## src/rtl/mon_prod_pkg.sv

```systemverilog
// mon_prod_pkg: shared types and helpers for the bit-serial Montgomery multiplier.
package mon_prod_pkg;

  // Controller states
  typedef enum logic [1:0] {
    IDLE = 2'd0,
    RUN  = 2'd1,
    SUB  = 2'd2,
    DONE = 2'd3
  } state_t;

  localparam int unsigned WORD_BITS = 8;

  // Effective iteration count k in bits. Zero or oversize word counts fall back
  // to the full operand width so the multiplier always does something sensible.
  function automatic int unsigned eff_k(input int unsigned nw, input int unsigned bit_len);
    int unsigned max_w;
    max_w = bit_len / WORD_BITS;
    if ((nw >= 1) && (nw <= max_w)) begin
      return WORD_BITS * nw;
    end
    return WORD_BITS * max_w;
  endfunction

endpackage

```

## src/rtl/mon_prod_step.sv

```systemverilog
// mon_prod_step: one combinational radix-2 Montgomery iteration,
// T_next = (T + a*B + q*M) / 2 with q chosen so the sum is even.
// T carries two guard bits: T < 2M on entry keeps every partial sum below 4M.
module mon_prod_step #(
  parameter int W = 64
) (
  input  logic [W+1:0] i_t,
  input  logic         i_a_bit,
  input  logic [W-1:0] i_b,
  input  logic [W-1:0] i_m,
  output logic [W+1:0] o_t_next
);

  logic [W+1:0] w_sum_b;
  logic [W+1:0] w_sum_m;

  assign w_sum_b  = i_t + (i_a_bit ? {2'b00, i_b} : {(W+2){1'b0}});
  assign w_sum_m  = w_sum_b + (w_sum_b[0] ? {2'b00, i_m} : {(W+2){1'b0}});
  assign o_t_next = w_sum_m >> 1;

endmodule

```

## src/rtl/mon_prod.sv

```systemverilog
// mon_prod: bit-serial Montgomery modular multiplier, P = A*B*2^-k mod M,
// k = 8 * effective word count. One iteration per clock, then one
// conditional-subtraction cycle, then a start/stop handshake in DONE.
// Optional build macro MON_PROD_BUSY_EN adds a 'busy' output (high in RUN/SUB).
//
//   state | meaning
//   IDLE  | waiting for start; operands captured on start
//   RUN   | one radix-2 iteration per clock, i = 0 .. k-1
//   SUB   | final reduction T >= M ? T - M : T into P
//   DONE  | stop raised one cycle after entry; leave once stop seen and start low
module mon_prod
  import mon_prod_pkg::*;
#(
  parameter int bitLen     = 64,
  parameter int countWidth = 5
) (
  input  logic                  clk,
  input  logic                  rst_n,
  input  logic                  start,
  input  logic [bitLen-1:0]     A,
  input  logic [bitLen-1:0]     B,
  input  logic [bitLen-1:0]     M,
  input  logic [countWidth-1:0] num_words,
  output logic                  stop,
  output logic [bitLen:0]       P
`ifdef MON_PROD_BUSY_EN
  ,
  output logic                  busy
`endif
);

  localparam int IDX_W = (bitLen > 1) ? $clog2(bitLen) : 1;

  state_t            r_state;
  state_t            w_state_next;
  logic [bitLen-1:0] r_a;
  logic [bitLen-1:0] r_b;
  logic [bitLen-1:0] r_m;
  logic [IDX_W-1:0]  r_i;
  logic [IDX_W-1:0]  r_i_last;
  logic [IDX_W-1:0]  w_i_last;
  logic [bitLen+1:0] r_t;
  logic [bitLen+1:0] w_t_step;
  logic [bitLen:0]   r_p;
  logic [bitLen:0]   w_diff;
  logic              r_stop;
  logic              w_last;
  logic              w_ge;
  logic              w_stop_ack;

  // Only the last iteration index is kept; k itself never needs storing.
  assign w_i_last   = IDX_W'(eff_k(32'(num_words), 32'(bitLen)) - 32'd1);
  assign w_last     = (r_i == r_i_last);
  assign w_ge       = (r_t >= {2'b00, r_m});
  // T < 2M, so when T >= M the difference fits in bitLen bits; the top guard bit
  // of T is not needed for the subtraction itself.
  assign w_diff     = r_t[bitLen:0] - {1'b0, r_m};
  assign w_stop_ack = r_stop & ~start;

  mon_prod_step #(
    .W(bitLen)
  ) u_step (
    .i_t      (r_t),
    .i_a_bit  (r_a[r_i]),
    .i_b      (r_b),
    .i_m      (r_m),
    .o_t_next (w_t_step)
  );

  // State register
  always_ff @(posedge clk) begin
    if (!rst_n) begin
      r_state <= IDLE;
    end else begin
      r_state <= w_state_next;
    end
  end

  // Next-state logic; DONE exits only after stop has been visible for a cycle
  // so a pulsed start still produces a stop pulse.
  always_comb begin
    w_state_next = r_state;
    case (r_state)
      IDLE:    if (start)      w_state_next = RUN;
      RUN:     if (w_last)     w_state_next = SUB;
      SUB:                     w_state_next = DONE;
      DONE:    if (w_stop_ack) w_state_next = IDLE;
      default:                 w_state_next = IDLE;
    endcase
  end

  // Datapath: operand capture, iteration accumulator, final reduction, stop flag
  always_ff @(posedge clk) begin
    if (!rst_n) begin
      r_a      <= '0;
      r_b      <= '0;
      r_m      <= '0;
      r_i      <= '0;
      r_i_last <= '0;
      r_t      <= '0;
      r_p      <= '0;
      r_stop   <= 1'b0;
    end else begin
      case (r_state)
        IDLE: begin
          if (start) begin
            r_a      <= A;
            r_b      <= B;
            r_m      <= M;
            r_i_last <= w_i_last;
            r_t      <= '0;
            r_i      <= '0;
          end
        end
        RUN: begin
          r_t <= w_t_step;
          r_i <= r_i + IDX_W'(1);
        end
        SUB: begin
          r_p <= w_ge ? w_diff : r_t[bitLen:0];
        end
        default: begin
        end
      endcase
      r_stop <= (r_state == DONE) && !w_stop_ack;
    end
  end

  assign stop = r_stop;
  assign P    = r_p;

`ifdef MON_PROD_BUSY_EN
  assign busy = (r_state == RUN) || (r_state == SUB);
`endif

endmodule

```

## config.mk

```make
export PLATFORM = sky130hd
export DESIGN_NAME = mon_prod
export DESIGN_NICKNAME = d
export VERILOG_FILES = /design/src/rtl/mon_prod_pkg.sv /design/src/rtl/mon_prod_step.sv /design/src/rtl/mon_prod.sv
export SDC_FILE = /design/constraint.sdc
export NUM_CORES = 1
export LEC_CHECK = 0
export BUFFER_PORTS_ARGS = -buffer_cell sky130_fd_sc_hd__buf_2
export CAP_MARGIN = 20
export CORE_MARGIN = 2
export CORE_UTILIZATION = 41
export DETAILED_ROUTE_END_ITERATION = 8
export GPL_ROUTABILITY_DRIVEN = 1
export MAX_ROUTING_LAYER = met4
export PLACE_DENSITY = 0.65
export SKIP_CTS_REPAIR_TIMING = 1
export SYNTH_ARGS = -nofsm -noshare
export SYNTH_HDL_FRONTEND = slang
export SYNTH_HIERARCHICAL = 1
export SYNTH_SLANG_ARGS = --single-unit
```

## constraint.sdc

```tcl
create_clock -name clk -period 9 [get_ports clk]
set_clock_uncertainty 0.2 [all_clocks]
set_input_delay 1.8 -clock clk [delete_from_list [all_inputs] [get_ports clk]]
set_output_delay 1.8 -clock clk [all_outputs]
set_load 0.02 [all_outputs]
```

# ---- Word level (Yosys, flattened, before mapping)
# Index checks and enable logic that the tools add are counted.
dict set report classes {
  n_addsub 5
  order_cmp 4
  eq_ne 7
  n_mux 16
  bitwise_logic 2
  reduce_logical 8
}
# op n
set op_table {}
lappend op_table {{66-bit adder} 2}
lappend op_table {{66-bit one-hot mux with 2 select lines} 1}
lappend op_table {{64-bit two-way mux} 2}
lappend op_table {{66-bit by 64-bit greater-or-equal comparator with 1-bit output} 1}
lappend op_table {{66-bit two-way mux} 1}
lappend op_table {{65-bit two-way mux} 1}
lappend op_table {{65-bit by 64-bit subtractor with 65-bit output} 1}
lappend op_table {{6-bit two-way mux} 3}
lappend op_table {{6-bit one-hot mux with 2 select lines} 1}
lappend op_table {{2-bit one-hot mux with 4 select lines} 1}
lappend op_table {{6-bit by 7-bit < comparator with 1-bit output, second input constant} 1}
lappend op_table {{6-bit by 1-bit adder with 6-bit output, second input constant} 1}
lappend op_table {{1-bit binary-select mux with 6-bit select} 1}
lappend op_table {{6-bit equality test} 1}
lappend op_table {{2-bit two-way mux} 3}
lappend op_table {{2-bit != test, second input constant} 3}
lappend op_table {{6-bit by 1-bit subtractor with 6-bit output, second input constant} 1}
lappend op_table {{5-bit by 1-bit greater-or-equal comparator with 1-bit output, second input constant} 1}
lappend op_table {{5-bit by 4-bit <= comparator with 1-bit output, second input constant} 1}
lappend op_table {{2-bit equality test, second input constant} 2}
lappend op_table {{2-bit AND reduction} 2}
lappend op_table {{3-bit AND reduction} 1}
lappend op_table {{2-bit by 1-bit equality test with 1-bit output, second input constant} 1}
lappend op_table {{1-bit logical AND} 2}
lappend op_table {{other kinds (6)} 7}
dict set report word_totals {
  regBits 338
  inputBits 200
  output_inout_bits 66
}

# ---- Logic depth before layout (Yosys ltp)
# Gate-level depths: netlist (run 1).
dict set report depth {
  word_depth 7
  mapped_depth 32
}

# ---- Cells and area by module
# The synthesis (run 1) kept the hierarchy.
# mod instances cells_each area_each_um2
set modules_own_cells {}
lappend modules_own_cells {mon_prod 1 2149 16681.0}
lappend modules_own_cells {mon_prod_step 1 1250 8365.5}

# ---- Worst setup path before layout (run 1)
# OpenSTA, ideal clock, no wires.
dict set report synth_timing {
  path_kind {register to register}
  start {reg r_i[0]}
  end {reg r_t[64]}
  setup_ns 0.128
  arrival_ns 7.455
  required_ns 8.672
  path_slack_ns 1.218
  path_stages_with_launch 30
  period_less_slack_ns 7.782
  cell_sequence {dfxtp_1 -> clkbuf_1 -> mux4_2 -> mux4_2 -> mux4_2 -> clkbuf_1 -> clkbuf_1 -> and2_1 -> ha_1 -> fa_1 -> a211oi_1 -> nor2_1 -> o21ai_1 -> o221a_2 -> nor2_1 -> a41oi_1 -> o221ai_1 -> a21oi_1 -> o31ai_1 -> xor2_1 -> ha_1 -> nand2_1 -> or3_1 -> o21ai_0 -> a41oi_1 -> nor4_1 -> o31ai_1 -> xnor2_1 -> a22oi_1 -> nor2_1}
}
dict set report synth_between {
  elab_chain_cells 7
}
# element line_no
set synth_lines {}
lappend synth_lines {{start, declared} mon_prod.sv:39} ;# logic [IDX_W-1:0] r_i;
lappend synth_lines {{start signal, assigned} mon_prod.sv:117} ;# r_i <= r_i + IDX_W'(1);
lappend synth_lines {{1-bit binary-select mux with 6-bit select (*)} mon_prod.sv:64} ;# .i_a_bit (r_a[r_i]),
lappend synth_lines {{1-bit two-way mux (not written as such) (*)} mon_prod.sv:64}
lappend synth_lines {{64-bit two-way mux (*)} mon_prod_step.sv:17} ;# assign w_sum_b = i_t + (i_a_bit ? {2'b00, i_b} : {(W+2){1'b0}});
lappend synth_lines {{66-bit adder (*)} mon_prod_step.sv:17}
lappend synth_lines {{64-bit two-way mux} mon_prod_step.sv:18} ;# assign w_sum_m = w_sum_b + (w_sum_b[0] ? {2'b00, i_m} : {(W+2){1'b0}});
lappend synth_lines {{66-bit adder (*)} mon_prod_step.sv:18}
lappend synth_lines {{via w_t_step[64]} mon_prod.sv:43} ;# logic [bitLen+1:0] w_t_step;
lappend synth_lines {{66-bit one-hot mux with 2 select lines (*)} mon_prod.sv:104} ;# case (r_state)
lappend synth_lines {{end signal, assigned} mon_prod.sv:116} ;# r_t <= w_t_step;
lappend synth_lines {{end, declared} mon_prod.sv:42} ;# logic [bitLen+1:0] r_t;
# The timed path passes the listed nets; every way through them passes the cells marked *. The select of a mux whose other input is x is not followed.
# A chain may end at the register's enable or synchronous reset.

# ---- Final worst setup path (run 1)
dict set report layout_timing {
  start {reg r_i[1]}
  end {reg r_t[61]}
}
# Same word-level chain as after synthesis.

==> run metrics, run 1 <==
outcome finished clean; Slew Limit Fails 0; largest net degree at the start of global routing 154; CTS tree yes; internal power 3.520 mW; synthesis-stage register bit count 336; clock-pin slew on the worst setup and hold paths 60 ps; vias per cell 5.646; layout overhead on the synthesized area 12.76%; WHS 250.4 ps; Initial DRT Pass Iterations 5; EDFF count, synth 0; Initial Utilization 41.50%; final wirelength 81.79 mm; Tot Pwr 5.719 mW; FP Rows 90; I/O Buffers 265; Period minus WS final 8510 ps; Critical Path RT 9230 ps; Hold Path Class reg2reg; RSZ-0062 raised after global routing no; nets 3907; HP Start r_b[37]; Ports 266; Comb power frac 35.1%; Netlist Area Pre-Place 25050 sq um; sequential area share after synthesis 26.86%; Core Region 60360 sq um; Synth Area per Inst 7.369 sq um; R2R Path Start r_i[1]; layout cells sized above 1 11.92%; Hold Path Sink r_b[37]; utilization of the core after routing 46.79%; Max Cap Viol 0; Sink Count 336; vias in the first global route 22741; Data arrival, critical path 8740 ps; vias 24487; Root Driver clkbuf_16; placer congestion estimate 0.9768; Post-Syn Instances 3399; sw frac 38.46%; sequential share of power 32.8%; Post-synth ARST share 0%; H-Tree Depth 2; Die Wd 251.2 um; grt ovf 0; die height 251.2 um; global-route wire length before repair 126.3 mm; Worst setup EP type flop; Power per Cell Area 202.5 nW/um^2; Net Count, Synth 3799; Yosys cell types 89; hold depth 2; Iter 0 DRT Violations 2158; Die Footprint 63080 sq um; Synth Area in Adders 10.08%; Total GRT Usage 25.81%; CP Class reg2reg; net switching power 2.200 mW; initial antenna violation count 16; Crit-path slowest cell dfxtp_1; Synth Area in Simple Gates 22.30%; Tcrit/Tclk final 94.56%; R2R Path End r_t[61]; Worst-Skew Late Latency 580 ps; setup_tns 0 ps; Least-Margin Pin Slew 954.1 ps; critical path startpoint category flop; most used cell, CP mux4_2; final setup fails 0; YS warnings 6; Critical Path Max Stage Delay 890 ps; Slew Limit Headroom 36.40%; Leak Pwr 12.47 nW; Antenna Nets Post-Route 0; compound-gate portion of the synthesized area 26.64%; drt drc 0; fillers 6249; crit path cell chain mux4_2, mux4_2, mux4_2, and2_1, ha_1, o21ai_0, nor2_1, o2111ai_1, o21ai_0, a31oi_1, o21bai_1, xor2_1, ha_1, nand3_1, nor3_1, nand4_1, o21ai_2, o221ai_2, o31ai_4, a41oi_2, o31ai_1, xor2_1, a22oi_1, nor2_1; Synth Area in XOR/XNOR 6.364%; share of total power in the clock network 32.1%; largest family of logic cells by synthesized area compound AO/OA/AOI/OAI gates; FMAX 0.1175 GHz; Main synth FF type dfxtp_1; Hold Fails Final Rpt 0; Inserted Clock Buffers 41; DR WL/cell 18.86 um; Max Fanout on Critical Path 26; VDD IR max 0.1452 mV; R2R depth 24; multiplexer area fraction after synthesis 2.288%; Clock Path Buffers 3; detailed placement HPWL 63.31 mm; flop-to-flop setup slack 490 ps
-- cell usage after synthesis, types with 29 or more instances --
cell / number / area share, %
nor3_1: 31 / 0.62
a22oi_1: 70 / 2.1
a31oi_1: 52 / 1.3
nand4_1: 71 / 1.8
nand2_1: 634 / 9.5
a211oi_1: 29 / 0.87
ha_1: 197 / 9.8
a21o_1: 106 / 3.2
dfxtp_1: 336 / 27
inv_1: 122 / 1.8
nor2_1: 222 / 3.3
xnor2_1: 103 / 3.6
nand3_1: 42 / 0.84
and2_1: 139 / 3.5
a21oi_1: 430 / 8.6
o21bai_1: 35 / 1.0
clkbuf_1: 180 / 2.7
o21ai_0: 163 / 3.3
xor2_1: 79 / 2.8
-- power by group through the flow --
stage               clock (mW)  combinational [mW]  sequential (mW)
global route              1.93                2.23             1.90
global placement             0                1.96             1.91
CTS                       1.87                1.99             1.88
detailed placement           0                1.98             1.91
floorplan                    0                1.38             1.90
finish                    1.83                2.01             1.88
-- cell usage in the layout, fill, tap and decap left out, types with 16 or more instances in the layout --
cell type    n
a211oi_1    29
a21o_1     106
a21oi_1    430
a22oi_1     70
a311oi_1    19
a31oi_1     52
and2_1     137
and3_1      20
buf_2      266
buf_4       16
clkbuf_16   41
dfxtp_1    336
diode_2     16
ha_1       196
inv_1      122
mux4_2      21
nand2_1    633
nand2b_1    21
nand3_1     42
nand4_1     71
nor2_1     222
nor2b_1     17
nor3_1      31
o211ai_1    21
o21a_1      20
o21ai_0    163
o21bai_1    35
xnor2_1    103
xor2_1      79
-- state kept, by name, indices dropped and copies added, names as in the netlist --
| name | flops |
|---|---|
| r_a | 64 |
| r_state | 2 |
| P | 65 |
| r_i_last | 4 |
| r_t | 66 |
| r_b | 64 |
| r_i | 6 |
| r_m | 64 |
| stop | 1 |
-- through the flow --
step / worst slack (ps) / instance area (sq um) / std cells
3_5_place_dp: 538.0 / 26650 / 4244
6_report: 489.7 / 28240 / 4337
4_1_cts: 529.0 / 28150 / 4319
5_1_grt: 30.72 / 28240 / 4337
2_1_floorplan: 1218 / 25050 / 3399
3_3_place_gp: 659.1 / 26650 / 4243
-- critical path: cells and delay by family, from the launching register on --
family	cells	cell delay (ps)
AO/OA/AOI/OAI	11	3370
XOR/XNOR	2	210
flip-flops	1	890
AND/OR/NAND/NOR	6	1250
multiplexers	3	1630
adder cells (fa/ha/maj)	2	760
-- logic make-up after synthesis --
group / after synthesis
simple gates: 1242
compound gates: 1063
buf+inv: 344
flops: 336
fa+ha+maj: 200
xor+xnor: 182
mux: 31
other cells: 1
-- worst max-delay path by stage --
stage	from	to	slack, ps	cells after the start
finish	r_i[1]	r_t[61]	490	24
global route	r_i[1]	r_t[61]	30	24
CTS	r_i[1]	r_t[61]	530	24
detailed placement	r_i[1]	r_t[61]	540	24
global placement	r_i[1]	r_t[61]	660	24
floorplan	r_i[0]	r_t[64]	1220	29
-- cell type report --
type	instances	area, sq um	share of cell area [%]
clock inverter	18	320.3	1.134
timing repair buffer	286	1546	5.476
multi-input combinational	2719	16990	60.14
inverter	123	469.2	1.661
tap	782	978.4	3.464
sequential	336	6726	23.82
clock buffer	57	1176	4.164
antenna	16	40.04	0.1418
-- metal layers --
| metal | track usage (%) | wire length [um] |
|---|---|---|
| met2 | 37.78 | 34190 |
| met3 | 5.125 | 6223 |
| met1 | 36.13 | 39360 |
| met4 | 6.684 | 2006 |
| met5 | - | 0 |
No activity file was read; power rests on OpenSTA's default activity.
==> inputs of run 2 (changes only) <==
--- a/config.mk
+++ b/config.mk
@@ -5,14 +5,14 @@
 export SDC_FILE = /design/constraint.sdc
 export NUM_CORES = 1
 export LEC_CHECK = 0
-export BUFFER_PORTS_ARGS = -buffer_cell sky130_fd_sc_hd__buf_2
 export CAP_MARGIN = 20
 export CORE_MARGIN = 2
 export CORE_UTILIZATION = 41
 export DETAILED_ROUTE_END_ITERATION = 8
+export DONT_BUFFER_PORTS = 1
 export GPL_ROUTABILITY_DRIVEN = 1
 export MAX_ROUTING_LAYER = met4
-export PLACE_DENSITY = 0.65
+export PLACE_DENSITY = 0.61
 export SKIP_CTS_REPAIR_TIMING = 1
 export SYNTH_ARGS = -nofsm -noshare
 export SYNTH_HDL_FRONTEND = slang
==> run metrics, run 2 (synthesis gave the netlist of run 1 again) <==
clock-pin slew on the worst setup and hold paths 60 ps; dpl cells 3975; Critical Path RT 9200 ps; Initial Utilization 41.50%; RSZ-0062 raised after global routing no; Final Non-Filler Cells 4053; Sequential Area 6728 sq um; Die Footprint 63080 sq um; I/O Buffers 0; H-Tree Depth 2; Critical Path Max Stage Delay 700 ps; final setup fails 0; Slew Limit Fails 0; most common cell after layout, fill and taps aside nand2_1; global-route wire length before repair 125.9 mm; initial antenna violation count 7; Root Driver clkbuf_16; Hold Path Class reg2reg; Crit-path slowest cell mux4_2; Clock Path Buffers 3; critical path startpoint category flop; R2R depth 27; CP bufs+invs 1; Ports 266; Period minus WS final 8293 ps; Least-Margin Pin Slew 981.8 ps; Worst path top cell family by delay compound AO/OA/AOI/OAI gates; pre-CTS setup slack 518.5 ps; Sink Count 336; Inserted Clock Buffers 41; Hold Fails Final Rpt 0; largest net degree at the start of global routing 177; nets 3636; grt ovf 0; placer congestion estimate 0.9491; Total GRT Usage 25.90%; Die Wd 251.2 um; drt drc 0; Slew Limit Headroom 33.85%; Antenna Nets Post-Route 0; Worst-Skew Late Latency 570 ps; outcome finished clean; Max Cap Viol 0; Most flops, register r_t; max FFs per register 66; VDD IR max 0.2626 mV; layout overhead on the synthesized area 6.514%; vias in the first global route 21708; most frequent cells in the layout 633 x nand2_1, 430 x a21oi_1, 335 x dfxtp_1; Area after DPL 25280 sq um; utilization of the core after routing 44.20%; final wirelength 81.68 mm; Worst setup EP type flop; vias per cell 5.760; WHS 248.8 ps; CTS tree yes; hold depth 2; flop-to-flop setup slack 710 ps; fillers 6228; Power per Cell Area 205.2 nW/um^2; FP Rows 90; Crit path depth 27; Tot Pwr 5.474 mW; Core Region 60360 sq um; CP Class reg2reg; Leak Pwr 11.23 nW; FMAX 0.1206 GHz; DR WL/cell 20.15 um; Max Fanout on Critical Path 22; footprint of the multi-input gates 16990 sq um; Data arrival, critical path 8500 ps; vias 23344; setup_tns 0 ps; detailed placement HPWL 63.34 mm; layout cells sized above 1 4.596%; post-layout instance area 26680 sq um; die height 251.2 um; Initial DRT Pass Iterations 8; Final WS setup 707.2 ps; Tcrit/Tclk final 92.14%; Iter 0 DRT Violations 2069
## run 2: worst reg2reg max path: cells and delay by family (launching register included)
kind / cells / cell delay, ps
buf+inv: 1 / 210
mux: 3 / 1730
flops: 1 / 330
fa+ha+maj: 3 / 1030
xor+xnor: 2 / 310
compound gates: 11 / 3020
simple gates: 7 / 1320
## run 2: path summary, 6_finish.rpt
check             startpoint       to
setup / recovery      r_i[0]  r_t[64]
hold / removal       r_b[39]  r_b[39]
setup reg to reg      r_i[0]  r_t[64]
hold reg to reg      r_b[39]  r_b[39]
## run 2: layout make-up
cell class                      count  area share, %
Multi-Input combinational cell   2719          63.67
Sequential cell                   336          25.22
Clock buffer                       53          4.362
Tap cell                          782          3.668
Inverter                          123          1.759
Clock inverter                     18         0.7973
Timing Repair Buffer               15         0.4596
Antenna cell                        7        0.06566
## run 2: power breakdown
| part | switching (mW) | internal (mW) | leakage, nW |
|---|---|---|---|
| sequential | 0.271 | 1.71 | 2.74 |
| clock | 0.676 | 1.03 | 0.674 |
| combinational | 1.22 | 0.570 | 7.82 |
| total | 2.17 | 3.31 | 11.2 |
## run 2: layer usage
layer	share of wire, %	vias to the layer above	GRT usage, %
met5	0	-	-
met4	2.7	0	7.245
met3	8.6	121	5.633
met2	40	791	36.19
met1	48	10721	37.13
li1	-	11711	-
